<file path="config.mk">
export PLATFORM = sky130hd
export DESIGN_NAME = pipelined_carry_adder
export DESIGN_NICKNAME = d
export VERILOG_FILES = /design/src/rtl/pipelined_carry_adder.sv
export SDC_FILE = /design/constraint.sdc
export NUM_CORES = 1
export LEC_CHECK = 0
export BUFFER_PORTS_ARGS = -buffer_cell sky130_fd_sc_hd__buf_2
export CORE_MARGIN = 1.5
export CORE_UTILIZATION = 60
export CTS_BUF_LIST = sky130_fd_sc_hd__clkbuf_2
export CTS_CLUSTER_SIZE = 16
export DETAILED_ROUTE_END_ITERATION = 8
export GPL_TIMING_DRIVEN = 0
export PLACE_DENSITY = 0.85
export SYNTH_ARGS = -nofsm -noshare
export SYNTH_HDL_FRONTEND = slang
export SYNTH_SLANG_ARGS = --single-unit
</file>
<file path="constraint.sdc">
create_clock -name clk -period 3.39 [get_ports clk]
set_clock_uncertainty 0.15 [all_clocks]
set_input_delay 0.1695 -clock clk [delete_from_list [all_inputs] [get_ports clk]]
set_output_delay 0.1695 -clock clk [all_outputs]
set_load 0.005 [all_outputs]
</file>
<file path="src/rtl/pipelined_carry_adder.sv">
// -----------------------------------------------------------------------------
// pipelined_carry_adder
//
// Pipelined add/subtract unit. A WIDTH-bit operation is cut into STAGES
// ripple-carry segments of SEG = WIDTH/STAGES bits. Each segment owns one
// register stage, so a new operation can enter every cycle. The pipe has a
// single global enable: when the output is held by backpressure, every stage
// freezes together. Bubbles are not collapsed.
//
// Ports:
//   clk        rising-edge clock
//   rst_n      synchronous active-low reset
//   in_valid   operands valid
//   in_ready   block accepts operands this cycle (= ~out_valid | out_ready)
//   a, b       WIDTH-bit operands
//   cin        carry in for add, ignored for subtract
//   sub        0: a + b + cin, 1: a - b
//   out_valid  result valid
//   out_ready  downstream accepts result
//   sum        WIDTH-bit result, modulo 2^WIDTH
//   cout       carry out of the MSB (for subtract, 1 = no borrow)
//   ovf        two's-complement signed overflow
// -----------------------------------------------------------------------------
module pipelined_carry_adder #(
    parameter int WIDTH  = 16,
    parameter int STAGES = 4
) (
    input  logic             clk,
    input  logic             rst_n,
    input  logic             in_valid,
    output logic             in_ready,
    input  logic [WIDTH-1:0] a,
    input  logic [WIDTH-1:0] b,
    input  logic             cin,
    input  logic             sub,
    output logic             out_valid,
    input  logic             out_ready,
    output logic [WIDTH-1:0] sum,
    output logic             cout,
    output logic             ovf
);

    localparam int SEG = WIDTH / STAGES;

    if (STAGES < 1 || STAGES > WIDTH || (WIDTH % STAGES) != 0) begin : g_param_check
        $error("pipelined_carry_adder: WIDTH must be a multiple of STAGES and 1 <= STAGES <= WIDTH");
    end

    // Subtraction is a + ~b + 1, so the inversion and the forced carry are
    // applied once at the entry of the pipe.
    logic [WIDTH-1:0] b_eff;
    logic             c0;
    logic             en;

    assign b_eff = sub ? ~b : b;
    assign c0    = sub ? 1'b1 : cin;

    // Whole-pipe enable. The combinational path from out_ready to in_ready
    // is deliberate: it lets a full pipe accept and deliver in the same cycle.
    assign en       = ~out_valid | out_ready;
    assign in_ready = en;

    genvar gi;
    for (gi = 0; gi < STAGES; gi++) begin : g_stage
        // LO: low result bits complete after this stage.
        // REM: operand bits still to be added when entering this stage,
        //      including this stage's own segment.
        localparam int LO  = (gi + 1) * SEG;
        localparam int REM = WIDTH - gi * SEG;

        logic           valid_reg;
        logic           carry_reg;
        logic [LO-1:0]  psum_reg;

        logic           vin;
        logic           cin_s;
        logic [REM-1:0] a_rem;
        logic [REM-1:0] b_rem;
        logic [SEG:0]   seg_res;
        logic [LO-1:0]  psum_next;

        if (gi == 0) begin : g_first
            assign vin       = in_valid;
            assign cin_s     = c0;
            assign a_rem     = a;
            assign b_rem     = b_eff;
            assign psum_next = seg_res[SEG-1:0];
        end else begin : g_next
            assign vin       = g_stage[gi-1].valid_reg;
            assign cin_s     = g_stage[gi-1].carry_reg;
            assign a_rem     = g_stage[gi-1].g_pend.a_up_reg;
            assign b_rem     = g_stage[gi-1].g_pend.b_up_reg;
            // Lower partial sums travel forward unchanged; this segment's
            // result is appended on top.
            assign psum_next = {seg_res[SEG-1:0], g_stage[gi-1].psum_reg};
        end

        // Ripple-carry segment: the lowest SEG not-yet-added bits.
        assign seg_res = {1'b0, a_rem[SEG-1:0]} + {1'b0, b_rem[SEG-1:0]}
                       + {{SEG{1'b0}}, cin_s};

        // Data registers load only on a real operation, so a bubble never
        // disturbs the last delivered result.
        always_ff @(posedge clk) begin
            if (!rst_n) begin
                valid_reg <= 1'b0;
                carry_reg <= 1'b0;
                psum_reg  <= '0;
            end else if (en) begin
                valid_reg <= vin;
                if (vin) begin
                    carry_reg <= seg_res[SEG];
                    psum_reg  <= psum_next;
                end
            end
        end

        if (gi < STAGES - 1) begin : g_pend
            // Upper operand bits not yet consumed, handed to the next stage.
            logic [REM-SEG-1:0] a_up_reg;
            logic [REM-SEG-1:0] b_up_reg;

            always_ff @(posedge clk) begin
                if (!rst_n) begin
                    a_up_reg <= '0;
                    b_up_reg <= '0;
                end else if (en && vin) begin
                    a_up_reg <= a_rem[REM-1:SEG];
                    b_up_reg <= b_rem[REM-1:SEG];
                end
            end
        end else begin : g_last
            // The top segment still sees the operand MSBs, so signed
            // overflow is resolved here and registered with the sum.
            logic ovf_reg;

            always_ff @(posedge clk) begin
                if (!rst_n) begin
                    ovf_reg <= 1'b0;
                end else if (en && vin) begin
                    ovf_reg <= (a_rem[SEG-1] == b_rem[SEG-1])
                            && (seg_res[SEG-1] != a_rem[SEG-1]);
                end
            end
        end
    end

    assign out_valid = g_stage[STAGES-1].valid_reg;
    assign sum       = g_stage[STAGES-1].psum_reg;
    assign cout      = g_stage[STAGES-1].carry_reg;
    assign ovf       = g_stage[STAGES-1].g_last.ovf_reg;

endmodule

</file>
# ---- Word level (Yosys, flattened, before mapping)
# Cells that the tools add are included.
dict set report op_classes {
  n_reduce_logical 9
  n_eq_ne 2
  n_addsub 8
  bitwise_logic 3
  muxes 2
}
# cell count
set ops {}
lappend ops {{adder 4 x 4 -> 5 bit} 4}
lappend ops {{adder 5 x 1 -> 5 bit} 4}
lappend ops {{two-way mux 16 bit} 1}
lappend ops {{NOT 16 bit} 1}
lappend ops {{AND reduction 2 bit} 4}
lappend ops {{logical AND 1 bit} 5}
lappend ops {{== test 1 bit} 1}
lappend ops {{two-way mux 1 bit} 1}
lappend ops {{!= test 1 bit} 1}
lappend ops {{NOT 1 bit} 1}
lappend ops {{OR 1 bit} 1}
dict set report totals {
  output_inout_bits 20
  reg_bits 97
  wordCells 43
}

# ---- Logic depth before layout (Yosys ltp)
# Gate-level depths: netlist of the first run.
dict set report depth {
  ltp_word 4
  depth_mapped 8
}

# ---- Worst setup path before layout of the first run
# Ideal clock, no wire load.
dict set report synth_timing {
  path_kind {in2reg}
  from {input sub}
  to {register g_stage[0].carry_reg}
  setup_time_ps 136
  required_ps 3104
  path_stages 8
  setup_slack_ps 879
  arrival_ps 2225
  path_buffers 2
  cell_sequence {buf_4 buf_4 or2_2 fa_1 fa_1 a21o_1 a2111oi_0 a211oi_1}
}
dict set report synth_via {
  elab_chain_cells 3
}
# element line
set synth_rtl {}
lappend synth_rtl {{start: declaration} 35} ;# input logic sub,
lappend synth_rtl {{two-way mux 16 bit} 55} ;# assign b_eff = sub ? ~b : b;
lappend synth_rtl {{adder 4 x 4 -> 5 bit} 99} ;# assign seg_res = {1'b0, a_rem[SEG-1:0]} + {1'b0, b_rem[SEG-1:0]}
lappend synth_rtl {{adder 5 x 1 -> 5 bit (*)} 100} ;# + {{SEG{1'b0}}, cin_s};
lappend synth_rtl {{end signal: assignment} 112} ;# carry_reg <= seg_res[SEG];
lappend synth_rtl {{end: declaration} 72} ;# logic carry_reg;
# Mark *: on every way between the ends. The rest lies on a longest branch, timed or not.
# A chain may end at the register's enable or synchronous reset.

# ---- Worst setup path in the final report of the first run
dict set report layout_timing {
  from {input a[0]}
  to {register g_stage[0].carry_reg}
}
dict set report layout_via {
  elab_chain_cells 2
}
# element line
set layout_rtl {}
lappend layout_rtl {{start: declaration} 32} ;# input logic [WIDTH-1:0] a,
lappend layout_rtl {{adder 4 x 4 -> 5 bit} 99}
lappend layout_rtl {{adder 5 x 1 -> 5 bit} 100}
# No other way between the ends.

==> results of run 1 <==
-- metal layers --
layer,global-route usage,up-vias
li1,-,2059
met1,0.383,2066
met2,0.597,216
met3,0.0541,43
met4,0.161,0
met5,0,-
-- stage by stage --
stage               instances  area, µm²  hold WS (ps)
floorplan                 504       4400           167
global placement          659       4800           286
detailed placement        659       4800           292
CTS                       727       5430          56.2
global route              727       5430          69.3
finish                    727       5430          53.4
-- cells by family (layout without fill, tap and decap cells) --
kind of cell,count (synthesis),in the layout,share of synthesized area
AOI/OAI and AO/OA,198,198,0.254
xor gates and xnor gates,20,20,0.0398
adders and majority gates,20,20,0.0705
buffers and inverters,62,186,0.0697
DFF,97,97,0.441
and+or+nand+nor,107,107,0.125
-- final cells by class --
class / instances / area, µm² / area share
clock inverter: 6 / 58.8 / 0.0108
inverter: 13 / 56.3 / 0.0104
buffer: 49 / 250 / 0.0461
multi-input combinational: 345 / 2150 / 0.396
timing repair buffer: 108 / 801 / 0.147
tap: 99 / 124 / 0.0228
clock buffer: 10 / 50.0 / 0.00921
sequential: 97 / 1940 / 0.357
-- Yosys cell counts, types with 8 or more instances --
cell type	n	area share
a211oi_1	17	0.029
a21oi_1	93	0.11
buf_2	14	0.016
clkbuf_1	22	0.019
dfxtp_1	97	0.44
fa_1	8	0.036
ha_1	12	0.034
inv_1	12	0.010
nand2_1	12	0.010
nand3_1	69	0.078
o21ai_0	68	0.077
xnor2_1	15	0.030
-- final timing paths --
check                           cells after the start                           from                            end  slack (ps)
worst max register to register                      6                      out_valid  g_stage[0].g_pend.a_up_reg[1]        1200
worst min register to register                      2  g_stage[0].g_pend.b_up_reg[7]  g_stage[1].g_pend.b_up_reg[3]         340
worst min-delay path                                4                            sub  g_stage[0].g_pend.b_up_reg[9]          50
worst max-delay path                                8                           a[0]           g_stage[0].carry_reg         690
-- where the power goes --
part           switching, mW  total, mW  internal, mW
clock network          0.381      0.550         0.168
registers             0.0299       1.22          1.19
logic                  0.163      0.314         0.151
-- repair_timing --
action / CTS / global route
setup buffers: 0 / 0
hold endpoints to repair: 31 / 0
hold buffers: 52 / 0
-- worst min-delay path: cells and delay by family --
kind            cells  cell delay (ps)
buf+inv             2              360
xor+xnor            1              160
compound gates      1               60
==> impl_metrics.tcl, run 1 <==
set metrics [dict create \
    final_cell_mix "dfxtp_1 (97), a21oi_1 (93), buf_2 (70)" \
    slew-limit-headroom 0.589 \
    via_count 4384 \
    n_fill_cell 533 \
    grtUsageTotal 0.332 \
    p_leak_nw 2.13 \
    port-buffer-count 56 \
    hp-class "input port to register" \
    worst_ir_drop_vdd_mv 0.218 \
    core_um2 7180 \
    ios 58 \
    dr_wl_met2_um 6420 \
    dr.first_iter.drc_count 299 \
    tightest_slew_ps 617 \
    area_growth_pct 23.5 \
    die_y_um 88.6 \
    setup_ws_ps 693 \
    crit_slowest_cell "dlygate4sd3_1" \
    grt_max_degree 16 \
    async_flop_share 0 \
    die_area_um2 7860 \
    final_core_util 0.757 \
    ctsLongestPathBuffers 2 \
    drive_above_1_share 0.156 \
    cpPeakStageDelay_ps 600 \
    syn_inst 504 \
    routed_via_density 6.03 \
    wl_met1_um 4910 \
    insertion_delay_ps 570 \
    root_buffer "clkbuf_2" \
    synth_flop_cell "dfxtp_1" \
    dp_worst_setup_slack_ps 724 \
    ys_types 38 \
    gp_congestion 0.916 \
    cts_resized 0 \
    first_global_vias 4223 \
    ys_seq_area_frac 0.441 \
    diodes 0 \
    num_rows 31 \
    crit_chain "dlygate4sd3_1 > buf_2 > fa_1 > fa_1 > a21o_1 > a2111oi_0 > a211oi_1 > dlygate4sd3_1" \
    drcViolationCount 0 \
    routed-wl-met3_um 758 \
    grt_pass1_wl_um 19800 \
    top_layer "met4" \
    ant_nets 0 \
    max_freq_ghz 0.371 \
    clk_pin_slew_ps 260 \
    synth_edf_count 0 \
    fin_nets 681 \
    syn_nets 562 \
    start_kind "input port" \
    cts.sinks 97 \
    status "complete, no violations" \
    hpwl_um 8200 \
    tritoncts "yes" \
    path_class "input port to register" \
    grt_setup_unrepaired "no" \
    cts_inserted_buffers 9 \
    cp.required_ps 3740 \
    wl_per_cell_um 17.2 \
    finalWirelength_um 12500 \
    power_density_nw_per_um2 383 \
    critPathTopFamily "buffers and inverters" \
    synth_area_um2 4400 \
    finalCritPeriodShare 0.796 \
    antenna_found_initial 0 \
    ys_warn_count 0 \
    fp.dieW_um 88.6 \
    layout_commonest_cell "dfxtp_1" \
    finalHoldViolCount 0 \
    first_pass_iters 5 \
    cp_max_fo 2 \
    period_minus_slack_ps 2700 \
    drv_cap 0 \
    grt_overflow 0 \
    setup_viol 0 \
    power_mw 2.08 \
    start_util 0.613 \
    cts_max_level 3 \
    cp_num_buf_inv 3 \
    setup_tns_ps 0 \
    worstPathArrival_ps 3040 \
    cp-end-kind "register" \
    avgSynthCellArea_um2 8.73 \
    maxSlewViolCount 0 \
    ys_ff_latch 97 \
]
Note: power is estimated with default switching activity, not from simulation.
==> run 2, diff against run 1 <==
--- a/config.mk
+++ b/config.mk
@@ -5,9 +5,10 @@
 export SDC_FILE = /design/constraint.sdc
 export NUM_CORES = 1
 export LEC_CHECK = 0
+export ABC_AREA = 1
 export BUFFER_PORTS_ARGS = -buffer_cell sky130_fd_sc_hd__buf_2
 export CORE_MARGIN = 1.5
-export CORE_UTILIZATION = 60
+export CORE_UTILIZATION = 59
 export CTS_BUF_LIST = sky130_fd_sc_hd__clkbuf_2
 export CTS_CLUSTER_SIZE = 16
 export DETAILED_ROUTE_END_ITERATION = 8
==> constraint.sdc (replaced) <==
create_clock -name clk -period 2.5 [get_ports clk]
set_clock_uncertainty 0.15 [all_clocks]
set_input_delay 0.125 -clock clk [delete_from_list [all_inputs] [get_ports clk]]
set_output_delay 0.125 -clock clk [all_outputs]
set_load 0.005 [all_outputs]
==> run 2 against run 1 <==
Against the previous run:
- synthesized cell count fell by 2.6%
- critical path type is now register to register
- the flow now finishes with violations (design-rule violations)
- combinational power is 57% higher
- setup slack lost 230 ps
- sequential power grew 39%
- cell count shrank 5.5%
- power grew 40%
- sequential cell count did not move
- largest power group unchanged
- hold slack lost 4.1 ps
- register-to-register slack got worse by 740 ps
- first-iteration DRC count decreased by 51%
==> impl_metrics.tcl, run 2 <==
set metrics [dict create \
    diodes 0 \
    first_global_vias 3719 \
    synth_area_um2 4020 \
    max_freq_ghz 0.491 \
    drcViolationCount 3 \
    synth_top_area_share 0.483 \
    maxSlewViolCount 0 \
    n_fill_cell 464 \
    fin_nets 663 \
    antenna_found_initial 0 \
    finalCritPeriodShare 0.814 \
    port-buffer-count 55 \
    power_mw 2.92 \
    synth.most_common_cell "nor2_1" \
    core_um2 6460 \
    die_area_um2 7320 \
    hp-class "input port to register" \
    synth_area_leaders "dfxtp_1 (48%), nor2_1 (12%), o21ai_0 (10%)" \
    grt_overflow 0 \
    via_count 3729 \
    ant_nets 0 \
    area_growth_pct 23.8 \
    gp_congestion 0.867 \
    post-cts-setup-buffer-count 0 \
    cts_inserted_buffers 9 \
    crit_start "out_valid" \
    status "finished with violations" \
    first_pass_iters 6 \
    tritoncts "yes" \
    synth_top_area_cell "dfxtp_1" \
    setup_ws_ps 465 \
    rr_startpoint "out_valid" \
    cts.sinks 97 \
    cts_resized 0 \
    setup_tns_ps 0 \
    clk_pin_slew_ps 230 \
    final_cells 687 \
    synth_edf_count 0 \
    drive_above_1_share 0.149 \
    violations "design-rule violations" \
    final_cell_mix "nor2_1 (131), dfxtp_1 (97), o21ai_0 (84)" \
    hpwl_um 6170 \
    avgSynthCellArea_um2 8.20 \
    grt_setup_unrepaired "no" \
    dp_cells 623 \
    ios 58 \
    synthTopCellsByCount "nor2_1 (131), dfxtp_1 (97), o21ai_0 (84)" \
    cts_max_level 3 \
    num_rows 29 \
    regArea_um2 1940 \
    ys_ff_latch 97 \
    multi_input_area_um2 1820 \
    finalHoldViolCount 0 \
    grt_pass1_wl_um 16800 \
    syn_inst 491 \
    finalWirelength_um 10000 \
    start_util 0.623 \
    routed_via_density 5.43 \
    worstPathArrival_ps 2400 \
    layout_commonest_cell "nor2_1" \
    insertion_delay_ps 560 \
    ys_types 23 \
    dp_worst_setup_slack_ps 304 \
    worstHoldStart "sub" \
    hold_buffers 48 \
    root_buffer "clkbuf_2" \
    die_y_um 85.6 \
    cp-end-kind "register" \
    path_class "register to register" \
    syn_nets 549 \
    period_minus_slack_ps 2040 \
    worst_ir_drop_vdd_mv 0.389 \
    setup_viol 0 \
    start_kind "register" \
    drv_cap 0 \
    p_leak_nw 2.26 \
    final_core_util 0.771 \
    grtUsageTotal 0.290 \
    cp_max_fo 10 \
    tightest_slew_ps 681 \
    fp.dieW_um 85.6 \
    power_density_nw_per_um2 585 \
    ys_seq_area_frac 0.483 \
    dr.first_iter.drc_count 146 \
    grt_max_degree 16 \
    cp.required_ps 2860 \
    slew-limit-headroom 0.546 \
    async_flop_share 0 \
    ctsLongestPathBuffers 2 \
    wl_per_cell_um 14.6 \
    ys_warn_count 0 \
    synth_flop_cell "dfxtp_1" \
]
-- run 2: cell types whose count changed in the layout (fill, tap and decap cells not counted), moves of 10 or more --
cell,before,now
a211oi_1,17,7
clkbuf_1,22,12
o21ai_0,68,84
a21oi_1,93,37
nand3_1,69,11
nor2_1,3,131
inv_1,12,24
-- run 2: cell type report --
cell class	count	share of cell area
Clock buffer	9	0.00904
Sequential cell	97	0.390
Inverter	26	0.0196
Clock inverter	7	0.0123
Buffer	30	0.0334
Timing Repair Buffer	103	0.152
Multi-Input combinational cell	338	0.365
Tap cell	77	0.0193
-- run 2: critical path, stage by stage, from the launching register on --
cell	delay (ps)
dfxtp_1	360
inv_1	80
nor2_4	60
nor2_2	130
buf_6	160
buf_2	220
nor2_1	70
a211oi_1	170
dlygate4sd3_1	590
-- run 2: cell families after synthesis --
family	synth area share
AOI/OAI and AO/OA	0.167
buffers and inverters	0.0656
DFF	0.483
adders and majority gates	0.0771
xor gates and xnor gates	0.0435
and+or+nand+nor	0.164
-- run 2: worst paths after layout --
kind | to | slack [ps] | cells after the start
worst min-delay path | g_stage[0].g_pend.b_up_reg[10] | 50 | 4
worst max-delay path | g_stage[0].g_pend.b_up_reg[7] | 460 | 8
worst min register to register | g_stage[0].valid_reg | 340 | 2
worst max register to register | g_stage[0].g_pend.b_up_reg[7] | 460 | 8
-- run 2: power breakdown --
part	switching (mW)	internal [mW]	leakage [nW]	total [mW]
logic	0.262	0.232	1.40	0.494
registers	0.0530	1.65	0.797	1.70
clock network	0.503	0.219	0.0621	0.722
-- run 2: stage by stage --
step,instance area [µm²],hold WS [ps]
floorplan,4020,110
CTS,4980,13.1
global route,4980,25.9
finish,4980,49.3
global placement,4400,196
detailed placement,4400,202
-- run 2: routing by layer --
layer	vias to the layer above	wire length, µm	part of all wire	GRT usage
li1	1831	-	-	-
met1	1729	4300	0.43	0.350
met2	136	4970	0.49	0.507
met3	33	467	0.046	0.0414
met4	0	305	0.030	0.144
met5	-	0	0	0
